File: config.mk
export PLATFORM = sky130hd
export DESIGN_NAME = uart_rx_fifo
export DESIGN_NICKNAME = d
export VERILOG_FILES = /design/src/rtl/uart_rx_fifo.sv
export SDC_FILE = /design/constraint.sdc
export NUM_CORES = 1
export LEC_CHECK = 0
export CORE_MARGIN = 10
export CORE_UTILIZATION = 30
export CTS_CLUSTER_DIAMETER = 60
export DETAILED_ROUTE_END_ITERATION = 6
export GPL_ROUTABILITY_DRIVEN = 0
export PLACE_DENSITY = 0.54
export SYNTH_ARGS = -nofsm -noshare
export SYNTH_HDL_FRONTEND = slang
export SYNTH_SLANG_ARGS = --single-unit
File: constraint.sdc
create_clock -name clk -period 3.42 [get_ports clk]
set_input_delay 0.513 -clock clk [delete_from_list [all_inputs] [get_ports clk]]
set_output_delay 0.513 -clock clk [all_outputs]
set_load 0.01 [all_outputs]
File: src/rtl/uart_rx_fifo.sv
// rtl/uart_rx_fifo.sv - UART receive-frame capture FIFO with FWFT read port and status
module uart_rx_fifo #(
  parameter int ADDR_WIDTH = 4
) (
  input  logic                  clk,
  input  logic                  rst,
  input  logic [7:0]            rx_dout,
  input  logic                  rx_error,
  input  logic                  rx_busy,
  output logic [7:0]            rd_data,
  output logic                  rd_err,
  output logic                  rd_valid,
  input  logic                  rd_ready,
  input  logic                  flush,
  input  logic                  clr_status,
  output logic [ADDR_WIDTH:0]   count,
  output logic                  full,
  output logic                  overflow,
  output logic [7:0]            err_count
);

  localparam int DEPTH = 2 ** ADDR_WIDTH;
  localparam logic [ADDR_WIDTH:0] DEPTH_CNT = (ADDR_WIDTH + 1)'(DEPTH);

  logic                  busy_q;
  logic [ADDR_WIDTH-1:0] wr_ptr_q, wr_ptr_d;
  logic [ADDR_WIDTH-1:0] rd_ptr_q, rd_ptr_d;
  logic [ADDR_WIDTH:0]   count_q, count_d;
  logic                  overflow_q, overflow_d;
  logic [7:0]            err_count_q, err_count_d;
  logic [8:0]            mem_q [DEPTH];

  logic push, pop, accept, drop, err_inc;

  // A completed frame is the falling edge of the receiver's busy flag.
  assign push = busy_q & ~rx_busy;
  assign pop  = rd_valid & rd_ready & ~flush;

  // A push into a full FIFO still fits when the head leaves in the same cycle.
  assign accept  = push & ~flush & (~full | pop);
  assign drop    = push & ~flush & full & ~pop;
  assign err_inc = accept & rx_error;

  // Next-state for pointers, occupancy and status.
  always_comb begin
    wr_ptr_d    = wr_ptr_q;
    rd_ptr_d    = rd_ptr_q;
    count_d     = count_q;
    overflow_d  = overflow_q;
    err_count_d = err_count_q;

    if (flush) begin
      wr_ptr_d = '0;
      rd_ptr_d = '0;
      count_d  = '0;
    end else begin
      if (accept) wr_ptr_d = wr_ptr_q + 1'b1;
      if (pop)    rd_ptr_d = rd_ptr_q + 1'b1;
      if (accept && !pop)      count_d = count_q + 1'b1;
      else if (pop && !accept) count_d = count_q - 1'b1;
    end

    // A fresh event in the clear cycle takes precedence over the clear.
    if (clr_status) begin
      overflow_d  = drop;
      err_count_d = err_inc ? 8'd1 : 8'd0;
    end else begin
      if (drop) overflow_d = 1'b1;
      if (err_inc && err_count_q != 8'hFF) err_count_d = err_count_q + 8'd1;
    end
  end

  // Control and status registers with synchronous reset.
  always_ff @(posedge clk) begin
    if (rst) begin
      busy_q      <= 1'b0;
      wr_ptr_q    <= '0;
      rd_ptr_q    <= '0;
      count_q     <= '0;
      overflow_q  <= 1'b0;
      err_count_q <= 8'd0;
    end else begin
      busy_q      <= rx_busy;
      wr_ptr_q    <= wr_ptr_d;
      rd_ptr_q    <= rd_ptr_d;
      count_q     <= count_d;
      overflow_q  <= overflow_d;
      err_count_q <= err_count_d;
    end
  end

  // Entry storage; contents need no reset because rd_valid gates the read side.
  always_ff @(posedge clk) begin
    if (accept) mem_q[wr_ptr_q] <= {rx_error, rx_dout};
  end

  assign rd_valid  = (count_q != '0);
  assign full      = (count_q == DEPTH_CNT);
  assign count     = count_q;
  assign overflow  = overflow_q;
  assign err_count = err_count_q;
  // Head is forced to zero while empty so stale memory never shows.
  assign rd_data   = rd_valid ? mem_q[rd_ptr_q][7:0] : 8'd0;
  assign rd_err    = rd_valid ? mem_q[rd_ptr_q][8]   : 1'b0;

endmodule

==> results by group, run 1 <==
CTS
  • CTS tree: yes
  • Later-pin clock latency in the skew report: 0.42 ns
  • Hold-fix buffers at CTS: 0
  • Clock Root Buffer: clkbuf_16
  • Post-CTS setup repair buffer count: 0
  • Maximum clock insertion buffer count: 2
  • Number of buffers added by the clock tree synthesis step: 17
  • Maximum level of the CTS H-tree: 4
  • Clock-pin slew of the registers on the worst-case setup and hold paths: 0.07 ns
  • Resized cells post-CTS: 0
  • Number of sinks on the clock net: 171

Power and ir drop
  • Gate power share: 3.4%
  • Max IR drop VDD: 0.3253 mV
  • Relative contribution of the clock network to total power: 43.0%
  • Cell Int Power: 0.003276 W
  • Total power draw: 0.004228 W
  • Static power due to leakage: 2.644 nW
  • Switching part of the total: 22.51%
  • Power Dens Cells: 502.0 nW/um^2
  • Sequential group share of total power: 53.5%
  • Sw power: 0.0009516 W

Drt
  • DRC violation count after routing: 0
  • Remaining antenna violation count: 0
  • Drt initial violations: 222
  • Final wirelength: 15420 um
  • Total via count in the routed design: 3806
  • Mean routed wirelength per cell: 19.67 um
  • Drt via density: 4.855
  • Detailed-routing iteration count for the pre-antenna-repair pass: 4

Outcome
  • Status: completed

Die
  • Die height: 173.1 um
  • Top-level I/O count: 40
  • Number of core rows: 55
  • X dimension of the die: 173.1 um
  • Initial Utilization: 30.78%
  • Area enclosed by the die boundary: 29960 sq um
  • Placeable Area: 22850 sq um

Yosys
  • Async set-or-reset flop fraction in the synthesized netlist: 0%
  • Post-synth EDFFs: 144
  • Top flip-flop cell by instance count after synthesis: edfxtp_1
  • Cell area after synthesis: 7032 sq um
  • Proportion of netlist area held by the largest area contributor: 61.49%
  • Flip-flop and latch count after synthesis: 171
  • Number of nets produced by synthesis: 429
  • Area contributors post-synth: edfxtp_1, mux4_2, dfxtp_1, a211oi_1, ha_1
  • Seq/Total Area, Yosys: 69.18%
  • Mean area per synthesized cell: 17.45 sq um
  • Post-Syn Instances: 403
  • Largest area contributor in the synthesized netlist: edfxtp_1
  • Number of distinct library cells after synthesis: 48
  • Count of warnings emitted by yosys: 0

Placement
  • Dpl cell area: 7863 sq um
  • Port buffer count: 39
  • Post-DP HPWL: 9704 um
  • Worst slack, placed: 0.3907 ns

Final layout
  • Ant diodes: 0
  • Most common library cell in the layout ignoring fill and taps: edfxtp_1
  • Multi-input gate area: 2012 sq um
  • Share of final-layout standard cells stronger than drive strength 1: 20.38%
  • Layout fillers: 2151
  • Commonest cells after routing, fill and taps aside: edfxtp_1, clkdlybuf4s50_1, mux4_2, dfxtp_1, nor2_1
  • Summed area of non-filler cells in the final layout: 8422 sq um
  • # nets final: 484
  • Area overhead of the layout relative to synthesis: 19.77%
  • Register area: 4867 sq um

GRT
  • Combined global-route utilization of all metal layers: 10.49%
  • Pin count of the biggest net entering global routing: 37
  • Number of antenna violations at the first check in global routing: 0
  • GRT overflow: 0
  • Number of global-route vias before repair: 3981
  • Wire length of the first global-routing pass: 24090 um

STA
  • Max Fclk: 310.3 MHz
  • Layout Skew: 0.01289 ns
  • Relative slew margins: 50.07%
  • Tcrit/Tclk final: 94.23%
  • Setup repair after global routing missed its margin: false
  • Total setup violations reported at the end of the flow: 0
  • Post-layout min period: 3.223 ns
  • Final Hold Fails: 0
  • Worst-Margin Slew: 0.7479 ns
  • Worst-case setup margin in the final layout: 0.1972 ns
  • Final Slew Violations: 0
  • Setup total negative slack: 0 ns

Run
  • Maximum Capacitance Violations: 0

Worst setup path
  • Type of element capturing the critical path: primary output
  • Data arrival time at the worst-slack endpoint: 2.71 ns
  • Crit path kind: reg2out
  • Largest driver fanout on the critical path: 10
  • Flop2flop setup slack: 0.41 ns
  • Required time of the critical path: 2.91 ns
  • Kind of start point of the critical path: flop

Worst hold path
  • Path category of the worst min-delay check: reg2reg
-- cell usage after synthesis, drive strengths merged (4+ instances only) --
cell,count
nor2b,15
edfxtp,144
mux2i,12
o21ai,4
ha,10
buf,15
nand2,4
a21oi,10
o311ai,4
inv,7
clkbuf,8
mux4,36
a211oi,20
nor2,24
and3,15
dfxtp,27
or4,5
xor2,5
nand3,7
-- cell families after synthesis --
group | count (synthesis) | synth area share (%)
mux | 48 | 13.24
xor+xnor | 7 | 0.8719
buf+inv | 30 | 2.206
fa+ha+maj | 11 | 2.064
simple gates | 83 | 6.566
compound gates | 53 | 5.872
flops | 171 | 69.18
-- power groups by stage --
stage	Combinational (W)	Clock (W)	Sequential (W)
after floorplan	0.0000636	0	0.00231
after global placement	0.000144	0	0.00231
after detailed placement	0.000147	0	0.00231
after CTS	0.000148	0.00186	0.00226
after global routing	0.000161	0.00194	0.00226
final	0.000146	0.00182	0.00226
-- metal layers --
| layer | up-vias | part of all wire, % | GRT usage [%] |
|---|---|---|---|
| li1 | 1738 | - | - |
| met1 | 1977 | 48 | 14.38 |
| met2 | 69 | 45 | 15.38 |
| met3 | 22 | 4.0 | 3.180 |
| met4 | 0 | 2.1 | 3.737 |
| met5 | - | 0 | 0 |
-- area by class of cell --
class                           count  area share, %
Multi-Input combinational cell    202          23.89
Clock inverter                     15          1.590
Inverter                            7         0.3120
Timing Repair Buffer               59          6.715
Clock buffer                       17          5.051
Sequential cell                   171          57.79
Tap cell                          313          4.650
-- flip-flops by register name (all words and copies together) (netlist names), named ones only --
name,count
count,5
mem_q,144
overflow,1
busy_q,1
rd_ptr_q,4
wr_ptr_q,4
err_count,8
-- final timing paths --
kind / cells past startpoint / end / start
setup / recovery: 5 / rd_err / count[0]
setup reg to reg: 9 / count[4] / count[0]
hold / removal: 2 / err_count[5] / err_count[5]
hold reg to reg: 2 / err_count[5] / err_count[5]
-- through the flow --
| stage | hold WS, ns | cells | utilization, % |
|---|---|---|---|
| 2_1_floorplan | 0.4847 | 403 | - |
| 3_3_place_gp | 0.4932 | 752 | 34.41 |
| 3_5_place_dp | 0.5202 | 752 | 34.41 |
| 4_1_cts | 0.5289 | 784 | 36.86 |
| 5_1_grt | 0.5725 | 784 | 36.86 |
| 6_report | 0.5202 | 784 | 36.86 |
-- critical path, stage by stage, from the launching register on --
cell and delay (ns):
dfxtp_1 0.37, or4_1 0.76, nor2_1 0.22, buf_4 0.24, a211oi_1 0.12, clkdlybuf4s50_1 0.57
Note: power is estimated with default switching activity, not from simulation.
==> inputs of run 2 (changes only) <==
- DONT_BUFFER_PORTS: not set -> 1
- PLACE_DENSITY: 0.54 -> 0.52
==> run 2 against run 1 <==
  * Die area is the same
  * Sequential share of layout area grew 3.6 points
  * Clock-buffer cell count rose by 2
  * First-iteration DRC count fell by 15%
  * Routed wire length fell by 7.2%
  * Final cell count decreased by 6.3%
  * Combinational power shrank 44%
  * Flip-flop and latch count unchanged
  * Clock power decreased by 3%
  * Power decreased by 2.6%
  * Largest cell class unchanged
  * Highest routed layer unchanged
==> results by group, run 2 (same netlist as run 1, synthesis figures left out) <==
Outcome
  • Status: completed

CTS
  • Number of sinks on the clock net: 171
  • Maximum level of the CTS H-tree: 4
  • Post-CTS setup repair buffer count: 0
  • Clock-pin slew of the registers on the worst-case setup and hold paths: 0.06 ns
  • Clock Root Buffer: clkbuf_16
  • Number of buffers added by the clock tree synthesis step: 17
  • Later-pin clock latency in the skew report: 0.42 ns
  • CTS tree: yes
  • Hold-fix buffers at CTS: 0
  • Maximum clock insertion buffer count: 2
  • Resized cells post-CTS: 0

GRT
  • Pin count of the biggest net entering global routing: 28
  • Number of global-route vias before repair: 3772
  • GRT overflow: 0
  • Number of antenna violations at the first check in global routing: 0
  • Combined global-route utilization of all metal layers: 9.742%
  • Wire length of the first global-routing pass: 22250 um

Worst setup path
  • Required time of the critical path: 3.73 ns
  • Kind of start point of the critical path: flop
  • Type of element capturing the critical path: flop
  • Data arrival time at the worst-slack endpoint: 3.36 ns
  • Crit path kind: reg2reg
  • Largest driver fanout on the critical path: 10

Placement
  • Dpl cell area: 7400 sq um
  • Worst slack, placed: 0.3865 ns
  • Post-DP HPWL: 9110 um
  • Count of placed standard cells including taps: 705
  • Port buffer count: 0

Worst hold path
  • Path category of the worst min-delay check: in2reg

Final layout
  • Share of final-layout standard cells stronger than drive strength 1: 19.91%
  • Commonest cells after routing, fill and taps aside: edfxtp_1, mux4_2, dfxtp_1, nor2_1, a211oi_1
  • Ant diodes: 0
  • Flip-flop count of the largest register after layout: 144
  • # nets final: 437
  • Area overhead of the layout relative to synthesis: 12.74%
  • Register name with the most flops: mem_q
  • Final instance count without filler cells: 735
  • Layout fillers: 2194
  • Summed area of non-filler cells in the final layout: 7928 sq um
  • Most common library cell in the layout ignoring fill and taps: edfxtp_1

Drt
  • Total via count in the routed design: 3576
  • Drt initial violations: 189
  • Mean routed wirelength per cell: 19.47 um
  • Drt via density: 4.865
  • Final wirelength: 14310 um
  • DRC violation count after routing: 0
  • Detailed-routing iteration count for the pre-antenna-repair pass: 4
  • Remaining antenna violation count: 0

STA
  • Max Fclk: 328.3 MHz
  • Worst-case setup margin in the final layout: 0.3744 ns
  • Setup total negative slack: 0 ns
  • Final Hold Fails: 0
  • Post-layout min period: 3.046 ns
  • Layout Skew: 0.006628 ns
  • Final Slew Violations: 0
  • Worst-Margin Slew: 0.8627 ns
  • Total setup violations reported at the end of the flow: 0
  • Setup repair after global routing missed its margin: false
  • Tcrit/Tclk final: 89.05%
  • Relative slew margins: 42.49%

Die
  • Number of core rows: 55
  • Placeable Area: 22850 sq um
  • Area enclosed by the die boundary: 29960 sq um
  • Initial Utilization: 30.78%
  • Top-level I/O count: 40
  • X dimension of the die: 173.1 um
  • Die height: 173.1 um

Power and ir drop
  • Power Dens Cells: 519.4 nW/um^2
  • Static power due to leakage: 2.449 nW
  • Switching part of the total: 20.22%
  • Cell Int Power: 0.003285 W
  • Sw power: 0.0008327 W
  • Relative contribution of the clock network to total power: 42.9%
  • Total power draw: 0.004118 W
  • Sequential group share of total power: 55.1%
  • Max IR drop VDD: 0.2634 mV
  • Gate power share: 2.0%

Run
  • Maximum Capacitance Violations: 0
-- run 2: changes by cell type in the layout (fill, tap and decap cells not counted), sizes merged --
cell | previous run | this run
clkbuf | 17 | 19
inv | 13 | 11
bufinv | 0 | 1
clkinvlp | 2 | 1
buf | 20 | 12
clkdlybuf4s50 | 39 | 0
clkinv | 7 | 5
-- run 2: final timing paths --
kind              slack, ns         from  depth (start not counted)           to
setup reg to reg       0.37     count[0]                          9     count[3]
hold / removal         0.15          rst                          1       busy_q
hold reg to reg        0.56  rd_ptr_q[3]                          2  rd_ptr_q[3]
setup / recovery       0.37     count[0]                          9     count[3]
-- run 2: area by class of cell --
| type | instances | area (sq um) | area share [%] |
|---|---|---|---|
| flip-flops and latches | 171 | 4867 | 61.40 |
| well taps | 313 | 391.6 | 4.940 |
| clock buffers | 19 | 432.9 | 5.461 |
| clock inverters | 11 | 95.09 | 1.199 |
| multi-input cells | 202 | 2012 | 25.38 |
| repair buffers | 12 | 102.6 | 1.294 |
| inverters | 7 | 26.28 | 0.3314 |
-- run 2: stage by stage --
step	utilization, %	hold WS [ns]
5_1_grt	34.70	0.1283
4_1_cts	34.70	0.1275
3_5_place_dp	32.39	0.5286
6_report	34.70	0.1529
2_1_floorplan	-	0.4847
3_3_place_gp	32.39	0.5206
-- run 2: power by group through the flow --
stage,clock network (W),logic [W],registers [W]
finish,0.00177,0.0000821,0.00227
global route,0.00190,0.0000907,0.00227
CTS,0.00181,0.0000827,0.00227
global placement,0,0.0000799,0.00231
detailed placement,0,0.0000823,0.00231
floorplan,0,0.0000636,0.00231
-- run 2: worst max-delay path, cell delays in order, from the launching register on --
cell and delay [ns]:
dfxtp_1 0.40, or4_1 0.78, o31a_1 0.38, ha_1 0.21, inv_1 0.16, ha_1 0.26, a21o_1 0.18, a21oi_1 0.19
nor4_1 0.06, a311o_1 0.31
-- run 2: metal layers --
layer / share of wire, % / vias up / global-route usage, %
met2: 47 / 101 / 14.78
met4: 0.94 / 0 / 2.946
met5: 0 / - / 0
met3: 7.1 / 12 / 4.160
met1: 45 / 1823 / 12.35
li1: - / 1640 / -
==> inputs of run 3 (changes only) <==
- CORE_MARGIN: 10 -> not set
==> run 3 against run 2 <==
  * Die area decreased by 20%
  * Largest power group unchanged
  * Global-route usage increased by 2.9 points
  * Setup slack got worse by 0.026 ns
  * Hold slack got worse by 0.0073 ns
  * Register-to-register slack got worse by 0.03 ns
  * Flip-flop and latch count unchanged
  * Design area increased by 0.74%
  * Combinational power decreased by 1%
  * Largest cell class unchanged
  * Routed wire length decreased by 1.1%
  * Highest routed layer unchanged
==> results by group, run 3 (same netlist as run 1, synthesis figures left out) <==
Power and ir drop
  • Static power due to leakage: 2.478 nW
  • Power Dens Cells: 532.1 nW/um^2
  • Max IR drop VDD: 0.2644 mV

GRT
  • Number of global-route vias before repair: 3791
  • Wire length of the first global-routing pass: 22010 um
  • Pin count of the biggest net entering global routing: 24
  • Met2 Use GR: 20.59%
  • GRT busiest layer: met2
  • Met3 routing resource usage after global routing: 4.429%
  • Number of antenna violations at the first check in global routing: 0
  • Grt met1 use: 15.65%
  • Combined global-route utilization of all metal layers: 12.67%
  • GRT overflow: 0

STA
  • Final Slew Violations: 0
  • Tcrit/Tclk final: 89.82%
  • Worst-case setup margin in the final layout: 0.3480 ns
  • Setup repair after global routing missed its margin: false
  • Total setup violations reported at the end of the flow: 0
  • Max Fclk: 325.5 MHz
  • Final Hold Fails: 0
  • Setup total negative slack: 0 ns
  • Worst-Margin Slew: 0.8490 ns
  • Layout Skew: 0.01019 ns
  • Post-layout min period: 3.072 ns
  • Relative slew margins: 43.40%

Final layout
  • Final standard cell utilization of the core: 34.96%
  • Layout fillers: 2195
  • Register name with the most flops: mem_q
  • Most common library cell in the layout ignoring fill and taps: edfxtp_1
  • # nets final: 440
  • Area overhead of the layout relative to synthesis: 13.58%
  • Commonest cells after routing, fill and taps aside: edfxtp_1, mux4_2, dfxtp_1, nor2_1, a211oi_1
  • Flip-flop count of the largest register after layout: 144
  • Share of final-layout standard cells stronger than drive strength 1: 20.19%
  • Ant diodes: 0

Worst setup path
  • Critical path startpoint: count[0]
  • Crit path kind: reg2reg
  • Type of element capturing the critical path: flop
  • Kind of start point of the critical path: flop
  • Required time of the critical path: 3.79 ns
  • Largest driver fanout on the critical path: 10
  • Worst r2r dst: count[4]
  • Data arrival time at the worst-slack endpoint: 3.45 ns
  • R2R cell count: 9
  • Capturing instance or port of the critical path: count[4]
  • Origin of the critical flop-to-flop path: count[0]
  • Flop2flop setup slack: 0.35 ns

CTS
  • CTS tree: yes
  • Maximum level of the CTS H-tree: 4
  • Number of sinks on the clock net: 171
  • Clock Root Buffer: clkbuf_16
  • Later-pin clock latency in the skew report: 0.42 ns
  • Resized cells post-CTS: 0
  • Number of buffers added by the clock tree synthesis step: 17
  • Maximum clock insertion buffer count: 2
  • Post-CTS setup repair buffer count: 0
  • Clock-pin slew of the registers on the worst-case setup and hold paths: 0.06 ns
  • Hold-fix buffers at CTS: 0

Run
  • Maximum Capacitance Violations: 0

Die
  • Die height: 155.1 um
  • Number of core rows: 55
  • Initial Utilization: 30.78%
  • Top-level I/O count: 40
  • Area enclosed by the die boundary: 24060 sq um
  • Placeable Area: 22850 sq um
  • X dimension of the die: 155.1 um

Drt
  • DRC violation count after routing: 0
  • Remaining antenna violation count: 0
  • Mean routed wirelength per cell: 19.15 um
  • Drt via density: 4.846
  • Final wirelength: 14160 um
  • Drt initial violations: 209
  • Total via count in the routed design: 3581
  • Detailed-routing iteration count for the pre-antenna-repair pass: 4

Placement
  • Port buffer count: 0
  • Post-DP HPWL: 9118 um
  • Worst slack, placed: 0.3918 ns

Worst hold path
  • Path category of the worst min-delay check: in2reg
  • Hold Path Cell Cnt: 1

Outcome
  • Status: completed
run 3: changes by cell type in the layout (fill, tap and decap cells not counted):
cell,change
clkinvlp_2,+1
clkinv_2,-3
buf_12,-1
buf_4,+4
clkinv_1,+3
clkinv_4,+1
bufinv_16,+2
inv_6,-2
clkbuf_1,-1
run 3: routing by layer:
| metal | up-vias | share of wire (%) |
|---|---|---|
| li1 | 1653 | - |
| met1 | 1850 | 45 |
| met2 | 67 | 49 |
| met3 | 11 | 5.1 |
| met4 | 0 | 0.86 |
| met5 | - | 0 |
run 3: worst min path at each step:
| stage | startpoint | slack, ns | end |
|---|---|---|---|
| 3_5_place_dp | rd_ptr_q[2] | 0.55 | rd_ptr_q[2] |
| 5_1_grt | rst | 0.12 | err_count[0] |
| 6_report | rst | 0.15 | err_count[0] |
| 2_1_floorplan | rd_ptr_q[3] | 0.48 | flop |
| 4_1_cts | rst | 0.13 | err_count[0] |
| 3_3_place_gp | rd_ptr_q[3] | 0.52 | rd_ptr_q[3] |
run 3: power by group:
part           total (W)  internal (W)  switching, W
sequential       0.00227       0.00226    0.00000747
clock            0.00190       0.00113      0.000765
combinational  0.0000812     0.0000301     0.0000511
total            0.00425       0.00343      0.000823
run 3: critical path, stage by stage, from the launching register on:
cell and delay, ns:
dfxtp_1 0.40, or4_1 0.79, o21ai_1 0.37, ha_1 0.23
inv_1 0.11, ha_1 0.36, a21oi_1 0.10, a211o_1 0.31
a211oi_1 0.22, a31o_2 0.13
run 3: stage by stage:
stage	hold WS [ns]	std cells	area [sq um]	total power (W)
5_1_grt	0.1219	739	7986	0.004378
3_5_place_dp	0.5465	708	7410	0.002395
3_3_place_gp	0.5196	708	7410	0.002392
2_1_floorplan	0.4847	403	7032	0.002374
4_1_cts	0.1266	739	7986	0.004299
6_report	0.1455	739	7986	0.004249
run 3: area by class of cell:
cell class / instances / area, sq um / area share [%]
well taps: 313 / 391.6 / 4.904
clock buffers: 18 / 429.2 / 5.374
clock inverters: 13 / 147.6 / 1.849
multi-input cells: 202 / 2012 / 25.19
flip-flops and latches: 171 / 4867 / 60.94
repair buffers: 15 / 112.6 / 1.410
inverters: 7 / 26.28 / 0.3290
